`src/rtl/rram_array_ctrl.sv`:
```
// rram_array_ctrl: sequencer for the control side of a 2x2 RRAM cell array.
// It drives the wordline, sourceline and bitline enables and the SET-level
// select. SET, RESET and COMPUTE run as timed SETUP/PULSE/RECOVER sequences.
// In COMPUTE, the digitised sum bits are sampled during the tail of PULSE and
// majority-voted into one result per command.
//
// Ports:
//   i_clk, i_rst                 clock, synchronous active-high reset
//   i_cmd_valid/o_cmd_ready      command handshake
//   i_cmd_op                     00=SET 01=RESET 10=COMPUTE 11=reserved
//   i_cmd_row, i_cmd_col         wordline mask / column mask
//   o_dwl, o_dsl, o_dbl          wordline / sourceline / bitline enables
//   o_dset                       bitline drives the SET level when 1
//   i_sum_bit                    comparator outputs of the sum nodes
//   o_res_valid/i_res_ready      result handshake
//   o_res_data, o_res_err        voted sum bits, reserved-op flag
//   o_busy                       high whenever not idle
module rram_array_ctrl #(
  parameter int unsigned SETUP_CYC = 2,
  parameter int unsigned PULSE_CYC = 4,
  parameter int unsigned SAMPLES   = 3
) (
  input  logic       i_clk,
  input  logic       i_rst,
  input  logic       i_cmd_valid,
  output logic       o_cmd_ready,
  input  logic [1:0] i_cmd_op,
  input  logic [1:0] i_cmd_row,
  input  logic [1:0] i_cmd_col,
  output logic [1:0] o_dwl,
  output logic [1:0] o_dsl,
  output logic [1:0] o_dbl,
  output logic       o_dset,
  input  logic [1:0] i_sum_bit,
  output logic       o_res_valid,
  input  logic       i_res_ready,
  output logic [1:0] o_res_data,
  output logic       o_res_err,
  output logic       o_busy
);

  localparam int unsigned MaxCyc = (SETUP_CYC > PULSE_CYC) ? SETUP_CYC : PULSE_CYC;
  localparam int unsigned CycW   = (MaxCyc > 1) ? $clog2(MaxCyc) : 1;
  localparam int unsigned CntW   = $clog2(SAMPLES + 1);

  localparam logic [CycW-1:0] SetupLast = CycW'(SETUP_CYC - 1);
  localparam logic [CycW-1:0] PulseLast = CycW'(PULSE_CYC - 1);
  localparam logic [CycW-1:0] SampFirst = CycW'(PULSE_CYC - SAMPLES);
  localparam logic [CntW-1:0] Half      = CntW'(SAMPLES / 2);

  localparam logic [1:0] OpSet     = 2'b00;
  localparam logic [1:0] OpReset   = 2'b01;
  localparam logic [1:0] OpCompute = 2'b10;
  localparam logic [1:0] OpRsvd    = 2'b11;

  typedef enum logic [2:0] {StIdle, StSetup, StPulse, StRecover, StResp} state_e;

  state_e          r_state;
  logic [CycW-1:0] r_cyc;
  logic [1:0]      r_op;
  logic [1:0]      r_row;
  logic [1:0]      r_col;
  logic [CntW-1:0] r_cnt [2];
  logic [1:0]      r_dwl, r_dsl, r_dbl;
  logic            r_dset;
  logic            r_cmd_ready;
  logic            r_busy;
  logic            r_res_valid;
  logic [1:0]      r_res_data;
  logic            r_res_err;

  state_e          w_state_nxt;
  logic [CycW-1:0] w_cyc_nxt;
  logic            w_accept;
  logic            w_sample;
  logic [1:0]      w_dwl_nxt, w_dsl_nxt, w_dbl_nxt;
  logic            w_dset_nxt;
  logic [1:0]      w_res_data_nxt;
  logic            w_res_err_nxt;

  assign w_accept = i_cmd_valid && r_cmd_ready;
  // Sample during the last SAMPLES cycles of PULSE, at the edge ending each cycle.
  assign w_sample = (r_state == StPulse) && (r_cyc >= SampFirst) && (r_op == OpCompute);

  // State register and registered outputs.
  always_ff @(posedge i_clk) begin
    if (i_rst) begin
      r_state     <= StIdle;
      r_cyc       <= '0;
      r_op        <= OpSet;
      r_row       <= '0;
      r_col       <= '0;
      r_cnt[0]    <= '0;
      r_cnt[1]    <= '0;
      r_dwl       <= '0;
      r_dsl       <= '0;
      r_dbl       <= '0;
      r_dset      <= 1'b0;
      r_cmd_ready <= 1'b1;
      r_busy      <= 1'b0;
      r_res_valid <= 1'b0;
      r_res_data  <= '0;
      r_res_err   <= 1'b0;
    end else begin
      r_state     <= w_state_nxt;
      r_cyc       <= w_cyc_nxt;
      r_dwl       <= w_dwl_nxt;
      r_dsl       <= w_dsl_nxt;
      r_dbl       <= w_dbl_nxt;
      r_dset      <= w_dset_nxt;
      r_cmd_ready <= (w_state_nxt == StIdle);
      r_busy      <= (w_state_nxt != StIdle);
      r_res_valid <= (w_state_nxt == StResp);
      r_res_data  <= w_res_data_nxt;
      r_res_err   <= w_res_err_nxt;
      if (w_accept) begin
        r_op     <= i_cmd_op;
        r_row    <= i_cmd_row;
        r_col    <= i_cmd_col;
        r_cnt[0] <= '0;
        r_cnt[1] <= '0;
      end else if (w_sample) begin
        r_cnt[0] <= r_cnt[0] + CntW'(i_sum_bit[0]);
        r_cnt[1] <= r_cnt[1] + CntW'(i_sum_bit[1]);
      end
    end
  end

  // Next-state logic.
  always_comb begin
    w_state_nxt = r_state;
    w_cyc_nxt   = r_cyc;
    unique case (r_state)
      StIdle: begin
        if (w_accept) begin
          w_cyc_nxt   = '0;
          w_state_nxt = (i_cmd_op == OpRsvd) ? StResp : StSetup;
        end
      end
      StSetup: begin
        if (r_cyc == SetupLast) begin
          w_state_nxt = StPulse;
          w_cyc_nxt   = '0;
        end else begin
          w_cyc_nxt = r_cyc + CycW'(1);
        end
      end
      StPulse: begin
        if (r_cyc == PulseLast) begin
          w_state_nxt = StRecover;
          w_cyc_nxt   = '0;
        end else begin
          w_cyc_nxt = r_cyc + CycW'(1);
        end
      end
      StRecover: w_state_nxt = StResp;
      StResp:    if (i_res_ready) w_state_nxt = StIdle;
      default:   w_state_nxt = StIdle;
    endcase
  end

  // Output logic: values computed for the state being entered, then registered.
  always_comb begin
    w_dwl_nxt      = '0;
    w_dsl_nxt      = '0;
    w_dbl_nxt      = '0;
    w_dset_nxt     = 1'b0;
    w_res_data_nxt = r_res_data;
    w_res_err_nxt  = r_res_err;
    unique case (w_state_nxt)
      StSetup: w_dwl_nxt = w_accept ? i_cmd_row : r_row;
      StPulse: begin
        w_dwl_nxt = r_row;
        unique case (r_op)
          OpSet: begin
            w_dbl_nxt  = r_col;
            w_dset_nxt = 1'b1;
          end
          OpReset:   w_dsl_nxt = r_col;
          OpCompute: w_dbl_nxt = r_col;
          default: ;
        endcase
      end
      default: ;
    endcase
    if (w_accept) begin
      w_res_data_nxt = '0;
      w_res_err_nxt  = (i_cmd_op == OpRsvd);
    end else if (r_state == StRecover && r_op == OpCompute) begin
      w_res_data_nxt = {(r_cnt[1] > Half), (r_cnt[0] > Half)};
    end
  end

  assign o_cmd_ready = r_cmd_ready;
  assign o_dwl       = r_dwl;
  assign o_dsl       = r_dsl;
  assign o_dbl       = r_dbl;
  assign o_dset      = r_dset;
  assign o_res_valid = r_res_valid;
  assign o_res_data  = r_res_data;
  assign o_res_err   = r_res_err;
  assign o_busy      = r_busy;

endmodule

```
`config.mk`:
```
export PLATFORM = sky130hd
export DESIGN_NAME = rram_array_ctrl
export DESIGN_NICKNAME = d
export VERILOG_FILES = /design/src/rtl/rram_array_ctrl.sv
export SDC_FILE = /design/constraint.sdc
export NUM_CORES = 1
export LEC_CHECK = 0
export ABC_AREA = 1
export CAP_MARGIN = 10
export CORE_ASPECT_RATIO = 0.7
export CORE_UTILIZATION = 43
export CTS_CLUSTER_SIZE = 14
export DETAILED_ROUTE_END_ITERATION = 8
export GPL_TIMING_DRIVEN = 0
export HOLD_SLACK_MARGIN = 0.08
export PLACE_DENSITY = 0.69
export SLEW_MARGIN = 10
export SYNTH_ARGS = -nofsm -noshare
export SYNTH_HDL_FRONTEND = slang
export SYNTH_SLANG_ARGS = --single-unit
export TNS_END_PERCENT = 20
```
`constraint.sdc`:
```
create_clock -name i_clk -period 1.6 [get_ports i_clk]
set_input_delay 0.32 -clock i_clk [delete_from_list [all_inputs] [get_ports i_clk]]
set_output_delay 0.32 -clock i_clk [all_outputs]
set_load 0.01 [all_outputs]
```
# [Word level (Yosys, flattened, before mapping)]
# Memories as Yosys holds them, arrays and structs flattened.
# Index checks and enable logic that the tools add are counted.
[op_classes] addsub=3 n_lt_le_gt_ge=3 n_eq_ne=13 mux=26 bitwise=7 reduce_logical=15
[op_table] cell="$mux 2" count=8
[op_table] cell="$mux 3" count=5
[op_table] cell="$pmux 3 s5" count=1
[op_table] cell="$mux 1" count=10
[op_table] cell="$eq 3x2->1 const B" count=3
[op_table] cell="$eq 2x2->1 const B" count=3
[op_table] cell="$eq 3x1->1 const B" count=2
[op_table] cell="$eq 3x3->1 const B" count=2
[op_table] cell="$logic_not 3->1" count=2
[op_table] cell="$pmux 2 s3" count=1
[op_table] cell="$reduce_bool 3->1" count=2
[op_table] cell="$reduce_or 2->1" count=3
[op_table] cell="$reduce_or 3->1" count=2
[op_table] cell="$add 2x1->2" count=2
[op_table] cell="$eq 2x1->1 const B" count=2
[op_table] cell="$gt 2x1->1 const B" count=2
[op_table] cell="$logic_and 1x1->1" count=4
[op_table] cell="$or 1x1->1" count=4
[op_table] cell="$pmux 2 s2" count=1
[op_table] cell="$not 1->1" count=3
[op_table] cell="$add 2x1->2 const B" count=1
[op_table] cell="$ge 2x1->1 const B" count=1
[op_table] cell="$logic_not 2->1" count=1
[op_table] cell="$ne 2x2->1 const B" count=1
[op_table] cell="$reduce_and 2->1" count=1
[totals] ff_bits=24 ramBits=4 in_bits=12 word_cells=82 mem_count=1
[mem_list] name="r_cnt" depth=2 word_bits=2 read_ports=2 rd_clocked_by_memory_dff=0 wr=2 line="63" text="logic [CntW-1:0] r_cnt [2];"

# [Longest topological paths before layout]
# Gate-level depths: netlist of run 1.
[depth] depth_word=8 mapped_depth=9 depth_no_buf=9

# [Least setup slack after synthesis of run 1]
# OpenSTA, ideal clock, no wires.
[synth_timing] path_type="register -> register" startpoint="register r_cyc[0]" endpoint="memory r_cnt[0][0] (netlist bit), enable pin" setup_time_ps=307 arrival_ps=1017 t_required_ps=1293 setup_slack_ps=275 path_stages_with_launch=6 n_path_buf=0 path_cell_list="dfxtp_1 -> inv_1 -> ha_1 -> nor2_1 -> nand3_1 -> nand2_1"
[synth_rtl] item="from (decl)" line="59" text="logic [CycW-1:0] r_cyc;"
[synth_rtl] item="from (signal assigned)" line="106" text="r_cyc <= w_cyc_nxt;"
[synth_rtl] item="to (decl)" line="63"

# [Worst setup path after layout of run 1]
[layout_timing] startpoint="input port i_cmd_valid" endpoint="register r_busy (netlist: o_busy)"
[layout_via] elab_chain_cells=4
[layout_rtl] item="from (decl)" line="25" text="input logic i_cmd_valid,"
[layout_rtl] item="$logic_and 1x1->1" line="81" text="assign w_accept = i_cmd_valid && r_cmd_ready;"
[layout_rtl] item="$mux 3" line="135" text="if (w_accept) begin"
[layout_rtl] item="$pmux 3 s5" line="133" text="unique case (r_state)"
[layout_rtl] item="$reduce_bool 3->1" line="112" text="r_busy <= (w_state_nxt != StIdle);"
[layout_rtl] item="to (signal assigned)" line="112"
[layout_rtl] item="to (decl)" line="67" text="logic r_busy;"
# No other way between the ends.
# A chain may end at the register's enable or synchronous reset.

==> results of run 1 <==
-- kinds of logic after synthesis --
logic type               after synthesis
AND/OR/NAND/NOR                       64
flip-flops                            28
AO/OA/AOI/OAI                         19
XOR/XNOR                               2
adder cells (fa/ha/maj)                6
buffers and inverters                 20
-- per-stage QoR --
step / hold WS [ps] / total power (uW) / worst slack, ps / instances
5_1_grt: 382.8 / 1855 / 10.41 / 200
4_1_cts: 350.1 / 1771 / 38.52 / 200
6_report: 353.4 / 1754 / 126.9 / 200
3_3_place_gp: 431.1 / 1205 / -310.2 / 196
2_1_floorplan: 426.5 / 1084 / 275.1 / 139
3_5_place_dp: 441.9 / 1219 / -342.6 / 196
-- worst max-delay path by stage --
stage | startpoint | to | slack [ps] | depth (start not counted)
floorplan | r_cyc[0]$_SDFFE_PP0P_ | r_cnt[0][0]$_SDFFCE_PN0P_ | 280 | 5
global placement | i_cmd_valid | r_cnt[0][2]$_SDFFCE_PN0P_ | -310 | 6
detailed placement | i_cmd_valid | r_cnt[0][0]$_SDFFCE_PN0P_ | -340 | 6
CTS | i_cmd_valid | r_cnt[0][1]$_SDFFCE_PN0P_ | 40 | 6
global route | i_cmd_valid | o_dbl[0]$_SDFF_PP0_ | 10 | 7
finish | i_cmd_valid | o_busy$_SDFF_PP0_ | 130 | 8
-- timing repair --
| action | CTS | global route |
|---|---|---|
| setup endpoints to repair | 4 | 8 |
| hold endpoints to repair | 0 | 0 |
| resized for setup | 2 | 3 |
| hold buffers | 0 | 0 |
-- where the power goes --
group | total [uW] | internal (uW) | switching (uW)
combinational | 378 | 156 | 222
sequential | 829 | 784 | 45.2
clock | 548 | 335 | 213
total | 1750 | 1270 | 480
-- synth_stat cells (all sizes together) --
| cell type | number | area share, % |
|---|---|---|
| nor2 | 30 | 11 |
| dfxtp | 24 | 41 |
| inv | 17 | 5.4 |
| nand2 | 15 | 4.8 |
| nand3 | 9 | 3.8 |
| o21ai | 9 | 4.8 |
| a21oi | 6 | 2.6 |
| ha | 6 | 6.4 |
| nand4 | 5 | 2.7 |
| edfxtp | 4 | 10 |
| buf | 3 | 1.3 |
| nor3 | 3 | 1.3 |
| a31oi | 2 | 1.1 |
| xnor2 | 2 | 1.5 |
| a211oi | 1 | 0.64 |
| nand3b | 1 | 0.64 |
| o21a | 1 | 0.64 |
| or2 | 1 | 0.53 |
-- cell type report --
cell class / instances / area, um^2
multi-input cells: 91 / 505.5
well taps: 34 / 42.54
flip-flops and latches: 28 / 601.8
fillers: 229 / 984.7
repair buffers: 23 / 230.2
clock buffers: 3 / 41.29
clock inverters: 1 / 30.03
inverters: 17 / 63.81
plain buffers: 3 / 15.01
-- per-layer routing --
metal | up-vias | routed length [um] | track usage, % | part of all wire [%]
li1 | 509 | - | - | -
met1 | 409 | 1159 | 23.30 | 52
met2 | 23 | 929 | 24.21 | 42
met3 | 2 | 96 | 4.500 | 4.3
met4 | 0 | 23 | 5.333 | 1.0
met5 | - | 0 | 0 | 0
==> flow_summary.rst, run 1 <==
.. list-table::
   :header-rows: 1

   * - Metric
     - Value
   * - Number of I/O pins
     - 25
   * - Diodes inserted
     - 0
   * - Timing-limited maximum frequency
     - 0.6788 GHz
   * - Type of the worst setup path
     - input pin to register
   * - Period minus WS final
     - roughly 1500 ps
   * - Compound-Gate Fraction of Synth Area
     - under 10%
   * - Post-CTS Setup Inserts
     - 0
   * - Setup TNS
     - 0 ps
   * - Wire length of the first global-routing pass
     - approximately 3.6 mm
   * - Placement row count
     - 15
   * - Placer congestion estimate
     - roughly 0.75
   * - Leakage power
     - ~0.00063 uW
   * - Total number of yosys warnings
     - 0
   * - Worst-path cell chain
     - clkdlybuf4s50_1, nand2_1, nor2_1, nor2_2, nor2_4, nand2_1, nor2_1, nor2_1
   * - Deepest level of the CTS H-tree
     - 1
   * - Number of optimization iterations in the first detailed-route pass
     - 4
   * - Detailed placement HPWL
     - 1.713 mm
   * - Initial Utilization
     - 46.72%
   * - Maximum buffer depth of the clock tree
     - 2
   * - Residual antenna-violating net count after detailed routing
     - 0
   * - IO buf count
     - 23
   * - Number of DRC violations after detailed-routing iteration 0
     - 33
   * - Die Outline Area
     - 0.002949 mm^2
   * - RSZ-0062 raised after global routing
     - false
   * - Avg Inst Size Synth
     - approximately 8.5 um^2
   * - Portion of the post-synthesis area used by sequential elements
     - between 50% and 60%
   * - Insertion delay of the later-clocked pin in the worst-skew pair
     - approximately 270 ps
   * - Hold violation count in the final report
     - 0
   * - Basic-gate share of the synthesized area counting and, or, nand and nor cells
     - approximately 25%
   * - Crit path required time
     - between 1500 and 2000 ps
   * - Netlist area before placement
     - 0.001175 mm^2
   * - Post-route clock period utilization
     - 92.07%
   * - Worst slew pin tran
     - roughly 260 ps
   * - Post-Syn Instances
     - between 100 and 150
   * - Max-cap check violation count
     - 0
   * - Worst clock skew
     - a little under 3 ps
   * - Global-route usage over all layers
     - between 10% and 20%
   * - Cell area power density
     - between 1000 and 1500 mW/mm^2
   * - Via count
     - between 900 and 1000
   * - Largest registers ranked by flip-flop count
     - r_cnt x4, r_state x3
   * - Run status
     - finished clean
   * - Final Util
     - roughly 61%
   * - Multiplexer share of the synthesized area
     - 0%
   * - Parity-gate share of the synthesized area counting xor and xnor cells
     - 1.491%
   * - Worst slew margin relative to its limit
     - 82.29%
   * - Combinational family with the most area after synthesis
     - simple AND/OR/NAND/NOR gates
   * - Buffering stage count on the worst path with inverters included
     - 1
   * - Largest net degree at the start of global routing
     - 17
   * - Share of post-route cells with drive strength above 1
     - between 10% and 20%
   * - Cell mode on critical path
     - nor2_1
   * - Max incr delay on CP
     - between 400 and 500 ps
   * - Data arrival time of the worst path
     - between 1500 and 2000 ps
   * - Wire length reported by the detailed router
     - between 2 and 2.5 mm
   * - Max FFs per register
     - 4
   * - Post-route cell area
     - around 0.0015 mm^2
   * - Arithmetic-cell share of the synthesized area counting full adders, half adders and majority gates
     - 6.390%
   * - Grt total ovfl
     - 0
   * - Critical-path cell with the highest stage delay
     - clkdlybuf4s50_1
   * - Via count of the first global-routing pass
     - 820
   * - FF+latch count, synth
     - 28
   * - Critical-path maximum fanout
     - 7
   * - Highest ir drop seen on vdd
     - roughly 650 uV
   * - Clock tree from TritonCTS
     - done
   * - Start of the worst register-to-register path
     - r_cyc[1]$_SDFFE_PP0P_
   * - Number of antenna violations at the first check in global routing
     - 0
   * - Destination of the worst hold path
     - o_res_err$_SDFFE_PP0P_
   * - Endpoint of the most critical register-to-register path
     - o_busy$_SDFF_PP0_
   * - Flop-to-flop setup slack
     - roughly 200 ps
   * - Average vias per placed instance
     - approximately 4.7
   * - Layout area overhead
     - 30.25%
   * - Average routed wire per standard cell
     - roughly 11 um
   * - Largest delay share family, worst path
     - simple AND/OR/NAND/NOR gates
   * - Worst hold path startpoint
     - i_rst
   * - Kind of launch point of the worst setup path
     - input pin
   * - Commonest non-fill, non-tap cells in the layout
     - 25 x nor2_1, 23 x clkdlybuf4s50_1, 23 x dfxtp_1
   * - Nets in the synthesized netlist
     - roughly 160
   * - Number of remaining DRC errors
     - 0
   * - Placeable core region
     - roughly 0.0025 mm^2
   * - Hold crit path type
     - input pin to register
   * - Total number of clock tree sinks
     - 28
   * - Placed standard-cell area
     - approximately 0.0014 mm^2
   * - Leading cell type in the layout, fill and taps excluded
     - nor2_1
   * - Buffer cell driving the clock tree root
     - clkbuf_8
   * - # nets final
     - around 190
   * - Register ranked first by flip-flop count
     - r_cnt
   * - Endpoint type of the worst setup path
     - register
   * - Setup violation total in the final timing report
     - 0
   * - Number of library cell types mapped by synthesis
     - 23
   * - CTS buffer count
     - 3
   * - Reg2Reg Depth
     - 9
   * - Worst Hold Depth
     - 2
   * - DIE HEIGHT
     - about 46 um
   * - Clock transition at the registers of the reported paths
     - around 90 ps
   * - Final-report max-slew violation count
     - 0
   * - Width of the chip
     - ~64 um
Note: power is estimated with default switching activity, not from simulation.
==> inputs of run 2 (changes only) <==
==> constraint.sdc (replaced) <==
create_clock -name i_clk -period 1.55 [get_ports i_clk]
set_input_delay 0.31 -clock i_clk [delete_from_list [all_inputs] [get_ports i_clk]]
set_output_delay 0.31 -clock i_clk [all_outputs]
set_load 0.01 [all_outputs]
==> flow_summary.rst, run 2 (synthesis results as in run 1) <==
.. list-table::
   :header-rows: 1

   * - Metric
     - Value
   * - Number of I/O pins
     - 25
   * - Hold Buf Count CTS
     - 0
   * - Endpoint of the most critical register-to-register path
     - o_dsl[0]$_SDFF_PP0_
   * - Diodes inserted
     - 0
   * - Seq pwr share
     - between 40% and 50%
   * - Psw
     - slightly above 500 uW
   * - Reg2Reg Depth
     - 9
   * - Maximum buffer depth of the clock tree
     - 2
   * - Data arrival time of the worst path
     - about 1200 ps
   * - Max FFs per register
     - 4
   * - Worst hold path startpoint
     - i_rst
   * - Largest delay share family, worst path
     - buffers and inverters
   * - Number of optimization iterations in the first detailed-route pass
     - 5
   * - Critical path depth in cells
     - 1
   * - Initial Utilization
     - between 40% and 50%
   * - Worst clock skew
     - 3.408 ps
   * - Worst slew margin relative to its limit
     - between 80% and 90%
   * - Largest net degree at the start of global routing
     - 17
   * - Clock power share
     - roughly 30%
   * - # nets final
     - between 150 and 200
   * - Number of antenna violations at the first check in global routing
     - 0
   * - Number of DRC violations after detailed-routing iteration 0
     - 39
   * - Average vias per placed instance
     - 4.776
   * - Flop-to-flop setup slack
     - approximately 170 ps
   * - Layout area overhead
     - 31.95%
   * - Width of the chip
     - roughly 64 um
   * - Total of fill cells in the finished design
     - approximately 220
   * - Post-route clock period utilization
     - between 90 and 100%
   * - Detailed placement HPWL
     - 1.713 mm
   * - Grt total ovfl
     - 0
   * - Via count of the first global-routing pass
     - 823
   * - Timing-limited maximum frequency
     - around 0.68 GHz
   * - Start of the worst register-to-register path
     - r_cyc[1]$_SDFFE_PP0P_
   * - IO buf count
     - 23
   * - Placement row count
     - 15
   * - Wire length reported by the detailed router
     - roughly 2.3 mm
   * - Deepest level of the CTS H-tree
     - 1
   * - Total number of clock tree sinks
     - 28
   * - Crit path required time
     - between 1000 and 1500 ps
   * - Setup TNS
     - 0 ps
   * - Placeable core region
     - 0.002515 mm^2
   * - Hold crit path type
     - input pin to register
   * - DIE HEIGHT
     - between 40 and 50 um
   * - Period minus WS final
     - between 1000 and 1500 ps
   * - Buffer cell driving the clock tree root
     - clkbuf_8
   * - Max-cap check violation count
     - 0
   * - Placer congestion estimate
     - 0.7527
   * - Leading cell type in the layout, fill and taps excluded
     - nor2_1
   * - Via count
     - 960
   * - Final Util
     - between 60 and 70%
   * - Leakage power
     - between 0.0006 and 0.0007 uW
   * - Run status
     - finished clean
   * - Switching Fraction
     - between 20% and 30%
   * - Share of post-route cells with drive strength above 1
     - roughly 14%
   * - Start point of the critical path
     - o_cmd_ready$_SDFF_PP1_
   * - Cell area power density
     - 1182 mW/mm^2
   * - Max incr delay on CP
     - about 540 ps
   * - Clock tree from TritonCTS
     - done
   * - Worst-path cell chain
     - clkdlybuf4s50_1
   * - Critical-path cell with the highest stage delay
     - clkdlybuf4s50_1
   * - Insertion delay of the later-clocked pin in the worst-skew pair
     - around 270 ps
   * - Die Outline Area
     - between 0.002 and 0.003 mm^2
   * - Residual antenna-violating net count after detailed routing
     - 0
   * - CTS buffer count
     - 3
   * - Setup violation total in the final timing report
     - 0
   * - End point of the critical path
     - o_cmd_ready
   * - Global-route usage over all layers
     - 16.46%
   * - Commonest non-fill, non-tap cells in the layout
     - 24 x nor2_1, 23 x clkdlybuf4s50_1, 23 x dfxtp_1
   * - Gate power share
     - around 23%
   * - Cell internal pwr
     - between 1000 and 1500 uW
   * - Buffering stage count on the worst path with inverters included
     - 1
   * - RSZ-0062 raised after global routing
     - false
   * - Final-report max-slew violation count
     - 0
   * - Worst slew pin tran
     - between 200 and 250 ps
   * - Clock transition at the registers of the reported paths
     - roughly 90 ps
   * - Number of remaining DRC errors
     - 0
   * - Hold violation count in the final report
     - 0
   * - Kind of launch point of the worst setup path
     - register
   * - Type of the worst setup path
     - register to primary output
   * - Endpoint type of the worst setup path
     - primary output
   * - Average routed wire per standard cell
     - about 11 um
   * - Largest registers ranked by flip-flop count
     - r_cnt x4, r_state x3
   * - Register ranked first by flip-flop count
     - r_cnt
   * - Wire length of the first global-routing pass
     - 3.608 mm
   * - Highest ir drop seen on vdd
     - 667.0 uV
   * - Critical-path maximum fanout
     - 2
[run 2: changes by cell type in the layout (fill, tap and decap cells not counted)]
cell and delta:
ha_2 +1, nand2_2 +1, nand2_1 -1, nor2_1 -1, buf_4 +1, nor2_4 +1, ha_1 -1, inv_1 -1
inv_2 +1
[run 2: what timing repair did]
item | in CTS | in global routing
setup endpoints to repair | 4 | 10
resized for setup | 3 | 7
pin swaps | 0 | 3
buffers inserted | 0 | 1
[run 2: through the flow]
step | worst slack, ps | hold WS (ps) | instance area, um^2 | power [uW] | std cells
2_1_floorplan | 225.1 | 426.5 | 1175 | 1119 | 139
3_3_place_gp | -350.2 | 431.1 | 1448 | 1244 | 196
3_5_place_dp | -382.6 | 441.9 | 1448 | 1258 | 196
4_1_cts | 60.73 | 340.1 | 1529 | 1829 | 200
5_1_grt | 3.704 | 372.8 | 1550 | 1939 | 201
6_report | 86.73 | 348.8 | 1550 | 1833 | 201
[run 2: layer usage]
| metal | GRT usage, % | part of all wire [%] | vias up |
|---|---|---|---|
| met5 | 0 | 0 | - |
| met4 | 5.333 | 1.0 | 0 |
| met3 | 4.500 | 7.1 | 2 |
| met2 | 24.21 | 41 | 33 |
| met1 | 23.46 | 51 | 415 |
| li1 | - | - | 510 |
[run 2: worst min path at each step]
stage | end | depth (start not counted)
final | o_res_err$_SDFFE_PP0P_ | 2
after global routing | r_state[0]$_SDFF_PP0_ | 2
after detailed placement | o_res_data[0]$_SDFFE_PP0P_ | 2
after CTS | o_res_err$_SDFFE_PP0P_ | 2
after floorplan | o_dset$_SDFF_PP0_ | 1
after global placement | o_res_data[1]$_SDFFE_PP0P_ | 2
[run 2: area by class of cell]
type,instances,area (um^2),share of cell area [%]
Multi-Input combinational cell,91,518.0,33.41
Buffer,3,15.01,0.9685
Clock buffer,3,41.29,2.663
Inverter,17,63.81,4.116
Timing Repair Buffer,24,237.7,15.33
Sequential cell,28,601.8,38.82
Tap cell,34,42.54,2.744
Clock inverter,1,30.03,1.937
[run 2: power groups by stage]
stage / logic [uW] / registers (uW) / clock network, uW
4_1_cts: 392 / 854 / 583
2_1_floorplan: 244 / 875 / 0
3_5_place_dp: 387 / 871 / 0
5_1_grt: 465 / 868 / 606
6_report: 413 / 858 / 562
3_3_place_gp: 377 / 867 / 0
[run 2: worst register-to-register path, cell delays in order, from the launching register on]
cell and delay, ps:
dfxtp_1 340, inv_2 80, ha_2 170, inv_1 70, nand3_1 80, nand2_1 90
nor2_4 180, buf_4 140, nand4_1 80, nor2_1 100
==> inputs of run 3 (changes only) <==
--- a/config.mk
+++ b/config.mk
@@ -5,7 +5,6 @@
 export SDC_FILE = /design/constraint.sdc
 export NUM_CORES = 1
 export LEC_CHECK = 0
-export ABC_AREA = 1
 export CAP_MARGIN = 10
 export CORE_ASPECT_RATIO = 0.7
 export CORE_UTILIZATION = 43
==> flow_summary.rst, run 3 <==
.. list-table::
   :header-rows: 1

   * - Metric
     - Value
   * - Run status
     - finished clean
   * - Number of cells in the finished layout apart from fillers
     - around 190
   * - Type of the worst setup path
     - input pin to register
   * - Placement row count
     - 15
   * - Register ranked first by flip-flop count
     - r_cnt
   * - Average routed wire per standard cell
     - 13.50 um
   * - Psw
     - about 380 uW
   * - Largest delay share family, worst path
     - buffers and inverters
   * - Total number of yosys warnings
     - 0
   * - Critical path depth in cells
     - 5
   * - Cell with the most instances after synthesis
     - dfxtp_1
   * - Die Outline Area
     - just over 0.003 mm^2
   * - End point of the critical path
     - o_dwl[0]$_SDFF_PP0_
   * - Data arrival time of the worst path
     - ~1600 ps
   * - Final-report max-slew violation count
     - 0
   * - Flop-to-flop setup slack
     - 80 ps
   * - Number of library cell types mapped by synthesis
     - 34
   * - RSZ-0062 raised after global routing
     - true
   * - Post-synth EDFFs
     - 4
   * - Initial Utilization
     - a little under half
   * - Endpoint type of the worst setup path
     - register
   * - IO buf count
     - 23
   * - Worst slew pin tran
     - approximately 460 ps
   * - Wire length of the first global-routing pass
     - 4.160 mm
   * - Width of the chip
     - ~66 um
   * - Placeable core region
     - around 0.0026 mm^2
   * - Async set or reset register ratio after synthesis
     - 0%
   * - Number of DRC violations after detailed-routing iteration 0
     - 54
   * - Detailed placement HPWL
     - between 1.5 and 2 mm
   * - Reg2Reg Depth
     - 3
   * - Period minus WS final
     - 1496 ps
   * - Maximum buffer depth of the clock tree
     - 2
   * - Nets in the synthesized netlist
     - 147
   * - Netlist area before placement
     - roughly 0.0012 mm^2
   * - Worst clock skew
     - approximately 5.8 ps
   * - Total of fill cells in the finished design
     - approximately 220
   * - Cell internal pwr
     - between 1000 and 1500 uW
   * - Most common library cells after synthesis
     - 24 x dfxtp_1, 11 x a21oi_1, 10 x nand2_1
   * - Endpoint of the most critical register-to-register path
     - r_cnt[0][3]$_SDFFCE_PN0P_
   * - Max incr delay on CP
     - about 500 ps
   * - Clock transition at the registers of the reported paths
     - approximately 90 ps
   * - Worst Setup Slack, final
     - between 50 and 60 ps
   * - Critical-path maximum fanout
     - 7
   * - Total number of clock tree sinks
     - 28
   * - Residual antenna-violating net count after detailed routing
     - 0
   * - DIE HEIGHT
     - around 47 um
   * - Insertion delay of the later-clocked pin in the worst-skew pair
     - 270 ps
   * - Switching Fraction
     - 23.32%
   * - Setup violation total in the final timing report
     - 0
   * - Hold violation count in the final report
     - 0
   * - Hold crit path type
     - register to register
   * - Avg Inst Size Synth
     - 9.573 um^2
   * - Post-Syn Instances
     - 129
   * - Critical-path cell with the highest stage delay
     - clkdlybuf4s50_1
   * - Post-route cell area
     - between 0.0015 and 0.002 mm^2
   * - Placed standard-cell area
     - between 0.0015 and 0.002 mm^2
   * - Pre-CTS setup slack
     - -283.6 ps
   * - FF+latch count, synth
     - 28
   * - Worst-path cell chain
     - clkdlybuf4s50_1, and2_1, buf_4, a211oi_1, o41ai_1
   * - Number of remaining DRC errors
     - 0
   * - Share of post-route cells with drive strength above 1
     - 10.19%
   * - Wire length reported by the detailed router
     - 2.579 mm
   * - Global-route usage over all layers
     - 18.49%
   * - Gate power share
     - 14.9%
   * - Start point of the critical path
     - i_cmd_valid
   * - Crit path required time
     - 1700 ps
   * - Max FFs per register
     - 4
   * - Layout area overhead
     - 29.58%
   * - Post-route clock period utilization
     - a little over nine tenths
   * - Commonest non-fill, non-tap cells in the layout
     - 22 x clkdlybuf4s50_1, 20 x dfxtp_1, 11 x a21oi_1
   * - Timing-limited maximum frequency
     - 0.6685 GHz
   * - Clock tree from TritonCTS
     - done
   * - Largest net degree at the start of global routing
     - 17
   * - Seq pwr share
     - between 50% and 60%
   * - Leading cell type in the layout, fill and taps excluded
     - clkdlybuf4s50_1
   * - Via count
     - slightly above 1000
   * - Placer congestion estimate
     - about 0.85
   * - Hold Buf Count CTS
     - 0
   * - Grt total ovfl
     - 0
   * - Overall power of the completed layout
     - approximately 1600 uW
   * - Clock power share
     - between 30% and 40%
   * - Buffer cell driving the clock tree root
     - clkbuf_8
   * - Portion of the post-synthesis area used by sequential elements
     - between 40 and 50%
   * - CTS buffer count
     - 3
   * - Buffering stage count on the worst path with inverters included
     - 2
   * - Deepest level of the CTS H-tree
     - 1
   * - Biggest area contributors in the synthesized netlist
     - dfxtp_1 39%, edfxtp_1 9.7%, ha_1 6.1%
   * - Largest registers ranked by flip-flop count
     - r_cnt x4, r_state x3
   * - # nets final
     - 176
   * - Number of I/O pins
     - 25
   * - Placed instance count
     - between 150 and 200
   * - Primary FF master, synth
     - dfxtp_1
   * - Cell taking the most area after synthesis
     - dfxtp_1
   * - Worst slew margin relative to its limit
     - around 70%
   * - Highest ir drop seen on vdd
     - between 700 and 800 uV
   * - Average vias per placed instance
     - 5.429
   * - Diodes inserted
     - 0
   * - Via count of the first global-routing pass
     - between 900 and 1000
   * - Kind of launch point of the worst setup path
     - input pin
   * - Leakage power
     - roughly 0.00061 uW
   * - Cell area power density
     - 1007 mW/mm^2
   * - Number of optimization iterations in the first detailed-route pass
     - 4
   * - Number of antenna violations at the first check in global routing
     - 0
   * - Start of the worst register-to-register path
     - r_op[0]$_SDFFE_PP0P_
   * - Share of the synthesized area in the top cell type
     - between 30% and 40%
   * - Max-cap check violation count
     - 0
-- run 3: changes by cell type in the layout (fill, tap and decap cells not counted), sizes merged, moves of 4 or more --
| cell | before | now |
|---|---|---|
| nand2 | 15 | 10 |
| a21oi | 6 | 11 |
| nand4 | 5 | 1 |
| a21o | 0 | 5 |
| nand3 | 9 | 2 |
| inv | 17 | 6 |
| nor2 | 30 | 9 |
-- run 3: routing by layer --
layer  GRT usage [%]  vias to the layer above  wire length, um
li1                -                      525                -
met1           24.56                      491             1335
met2           30.82                       21             1150
met3           5.825                        0               92
met4           2.553                        0                0
met5               0                        -                0
-- run 3: power by group through the flow --
stage / Sequential, uW / Clock (uW) / Combinational, uW
6_report: 806 / 566 / 241
3_3_place_gp: 818 / 0 / 232
4_1_cts: 804 / 574 / 236
2_1_floorplan: 820 / 0 / 141
5_1_grt: 812 / 609 / 264
3_5_place_dp: 821 / 0 / 235
-- run 3: how the worst min path moves through the flow --
stage,startpoint,endpoint,slack [ps],cells past startpoint
after global routing,i_rst,r_state[2]$_SDFF_PP0_,460,2
after CTS,i_rst,r_state[2]$_SDFF_PP0_,460,2
final,o_res_err$_SDFFE_PP0P_,o_res_err$_SDFFE_PP0P_,460,2
after floorplan,r_col[0]$_SDFFE_PP0P_,r_col[0]$_SDFFE_PP0P_,440,2
after global placement,o_res_err$_SDFFE_PP0P_,o_res_err$_SDFFE_PP0P_,450,2
after detailed placement,o_res_err$_SDFFE_PP0P_,o_res_err$_SDFFE_PP0P_,450,2
-- run 3: cells by family after synthesis --
group | share of synthesized area (%)
AO/OA/AOI/OAI | 16.61
XOR/XNOR | 1.419
adder cells (fa/ha/maj) | 6.079
buffers and inverters | 4.761
flip-flops | 48.63
multiplexers | 1.621
AND/OR/NAND/NOR | 20.87
-- run 3: stage by stage --
stage	utilization [%]	hold WS, ps	setup TNS [ps]
finish	61.79	463.4	0
global route	61.79	457.1	-6.934
CTS	61.01	461.7	0
detailed placement	58.21	448.8	-1947
global placement	58.21	446.9	-1918
floorplan	-	436.3	0
-- run 3: area by class of cell --
class / count / area [um^2] / area share [%]
Buffer: 7 / 37.54 / 2.346
Multi-Input combinational cell: 88 / 580.6 / 36.28
Timing Repair Buffer: 24 / 240.2 / 15.01
Tap cell: 34 / 42.54 / 2.658
Clock buffer: 3 / 41.29 / 2.580
Inverter: 6 / 22.52 / 1.407
Clock inverter: 1 / 30.03 / 1.876
Sequential cell: 28 / 605.6 / 37.84
-- run 3: worst register-to-register path, stage by stage, from the launching register on --
cell       delay (ps)
dfxtp_1           380
nand4bb_1         290
or4_1             550
nor2_1            120
-- run 3: repair_timing --
| action | 4_1_cts | 5_1_grt |
|---|---|---|
| setup buffers | 0 | 1 |
| setup endpoints to repair | 1 | 12 |
| hold endpoints to repair | 0 | 0 |
| pin swaps | 0 | 2 |
| gates resized for setup | 1 | 7 |
==> RTL change: new RTL, config.mk and constraints of run 2 <==
Put one more register stage on the output `o_res_err`, with the module's reset. The value now appears one clock later. The other outputs are not delayed to match.
--- a/src/rtl/rram_array_ctrl.sv
+++ b/src/rtl/rram_array_ctrl.sv
@@ -198,7 +198,13 @@
   assign o_dset      = r_dset;
   assign o_res_valid = r_res_valid;
   assign o_res_data  = r_res_data;
-  assign o_res_err   = r_res_err;
+  always_ff @(posedge i_clk) begin
+    if (i_rst) begin
+      o_res_err <= '0;
+    end else begin
+      o_res_err <= r_res_err;
+    end
+  end
   assign o_busy      = r_busy;
 
 endmodule
Formal check against the unedited RTL: not equivalent (Yosys sat finds a counterexample within 4 cycles, from zero or initial values and one cycle with i_rst high).
==> RTL change against run 2 <==
Clock power rose by 31%. Register-to-register slack got worse by 0.05 ns. Sequential cell count rose by 1. Setup slack got worse by 0.0076 ns. Critical path depth rose by 7. Area after synthesis rose by 8.3%. Via count rose by 5.0%. Largest power group unchanged. Utilization is 1.8 points lower. Final area grew 8.2%. Wire length up 0.39%. Fmax fell by 0.52%. Total power increased by 13%. Critical endpoint is now o_busy.
==> RTL change: results (changes against run 2) <==
Pwr
  – Switching Fraction: 28.2% (+0.70 points)
  – Max IR drop VDD: 0.755 mV (+13%)
  – Leak pwr: 0.695 nW (+9.3%)

Synth
  – Syn nets: 160 (+1.9%)
  – Netlist cell types: 29 (+26%)
  – Post-Synth XOR/XNOR Area: 1.38% (-0.11 points)
  – Complex-gate fraction of the synthesized area: 9.24% (-0.45 points)
  – Sequential fraction of the synthesis area: 48.8% (-2.3 points)
  – Adder-cell share of the synthesized area: 5.90% (-0.49 points)
  – Commonest cells in the netlist: dfxtp_1, nor2_1, inv_1

Global routing
  – M3 GR Usage: 5.95% (+1.5 points)
  – Vias in the first global route: 864 (+5.0%)
  – Gr usage total: 17.0% (+0.49 points)
  – First-pass GRT wire length: 3730 µm (+3.3%)
  – Initial antenna violation count: 0 (unchanged)
  – M2 GR Usage: 27.6% (+3.4 points)
  – Largest net degree at the start of global routing: 11 (-6)

Clock network
  – H-tree Lvls: 2 (+1)
  – Resized cells post-CTS: 4 (+1)
  – Clk pin slew, worst setup/hold paths: 0.05 ns (-0.04 ns)

Placement
  – Post-DP HPWL: 1760 µm (+3.0%)
  – Gp weighted congestion: 0.850 (+13%)

Final layout
  – Fill cells: 252 (+13%)
  – Layout Nets: 190 (+2.2%)
  – Share of layout cells above drive strength 1: 18.5% (+4.1 points)

Route
  – Drt pass-1 iters: 4 (-1)
  – M1 WL: 1130 µm (-3.2%)
  – DR iter-0 viols: 29 (-26%)
  – WL per Instance: 11.1 µm (-3.5%)
  – Metal3 WL: 96 µm (-41%)
  – Met2 routed WL: 1050 µm (+11%)

Worst setup path
  – Critical Path Fanout Max: 10 (+8)
  – WP data arrival: 1.63 ns (+0.48 ns)
  – Family with the most delay on the worst path: simple AND/OR/NAND/NOR gates
  – Critical Path Max Stage Delay: 0.51 ns (-0.03 ns)

Status
  – Outcome: finished, final reports clean

STA
  – Slew @ Worst Pin: 0.304 ns (+0.0648 ns)
  – Clock Skew: 0.00545 ns (+0.00205 ns)
## RTL change: logic make-up after synthesis
family / count (synthesis)
XOR/XNOR: 2
flip-flops: 29
adder cells (fa/ha/maj): 6
AND/OR/NAND/NOR: 66
buffers and inverters: 21
AO/OA/AOI/OAI: 18
## RTL change: worst paths after layout
check              startpoint        end  slack (ns)  depth (start not counted)
setup / recovery  i_cmd_valid     o_busy        0.08                          8
hold reg to reg     r_res_err  o_res_err        0.42                          2
setup reg to reg     r_cyc[0]     o_busy        0.12                          8
hold / removal          i_rst  o_res_err        0.35                          2
## RTL change: layout make-up
class                           count  area share, %
Timing Repair Buffer               23           13.9
Clock buffer                        6           4.33
Clock inverter                      2           2.01
Tap cell                           36           2.69
Sequential cell                    29           37.0
Inverter                           19           4.55
Multi-Input combinational cell     92           34.9
Buffer                              2          0.597
## RTL change: per-stage QoR
stage | TNS, ns | instances | setup WS, ns | util [%] | area [µm²]
final | 0 | 209 | 0.0791 | 59.8 | 1680
after global routing | -0.00973 | 209 | -0.00973 | 59.8 | 1680
after CTS | 0 | 209 | 0.0125 | 59.6 | 1670
after detailed placement | -5.33 | 201 | -0.500 | 55.2 | 1550
after global placement | -4.74 | 201 | -0.470 | 55.2 | 1550
after floorplan | 0 | 142 | 0.183 | - | 1270
## RTL change: power groups by stage
stage,Sequential (mW),Clock [mW],Combinational [mW]
6_report,0.885,0.736,0.451
5_1_grt,0.895,0.794,0.511
4_1_cts,0.886,0.763,0.455
3_5_place_dp,0.900,0,0.443
3_3_place_gp,0.895,0,0.434
2_1_floorplan,0.903,0,0.303
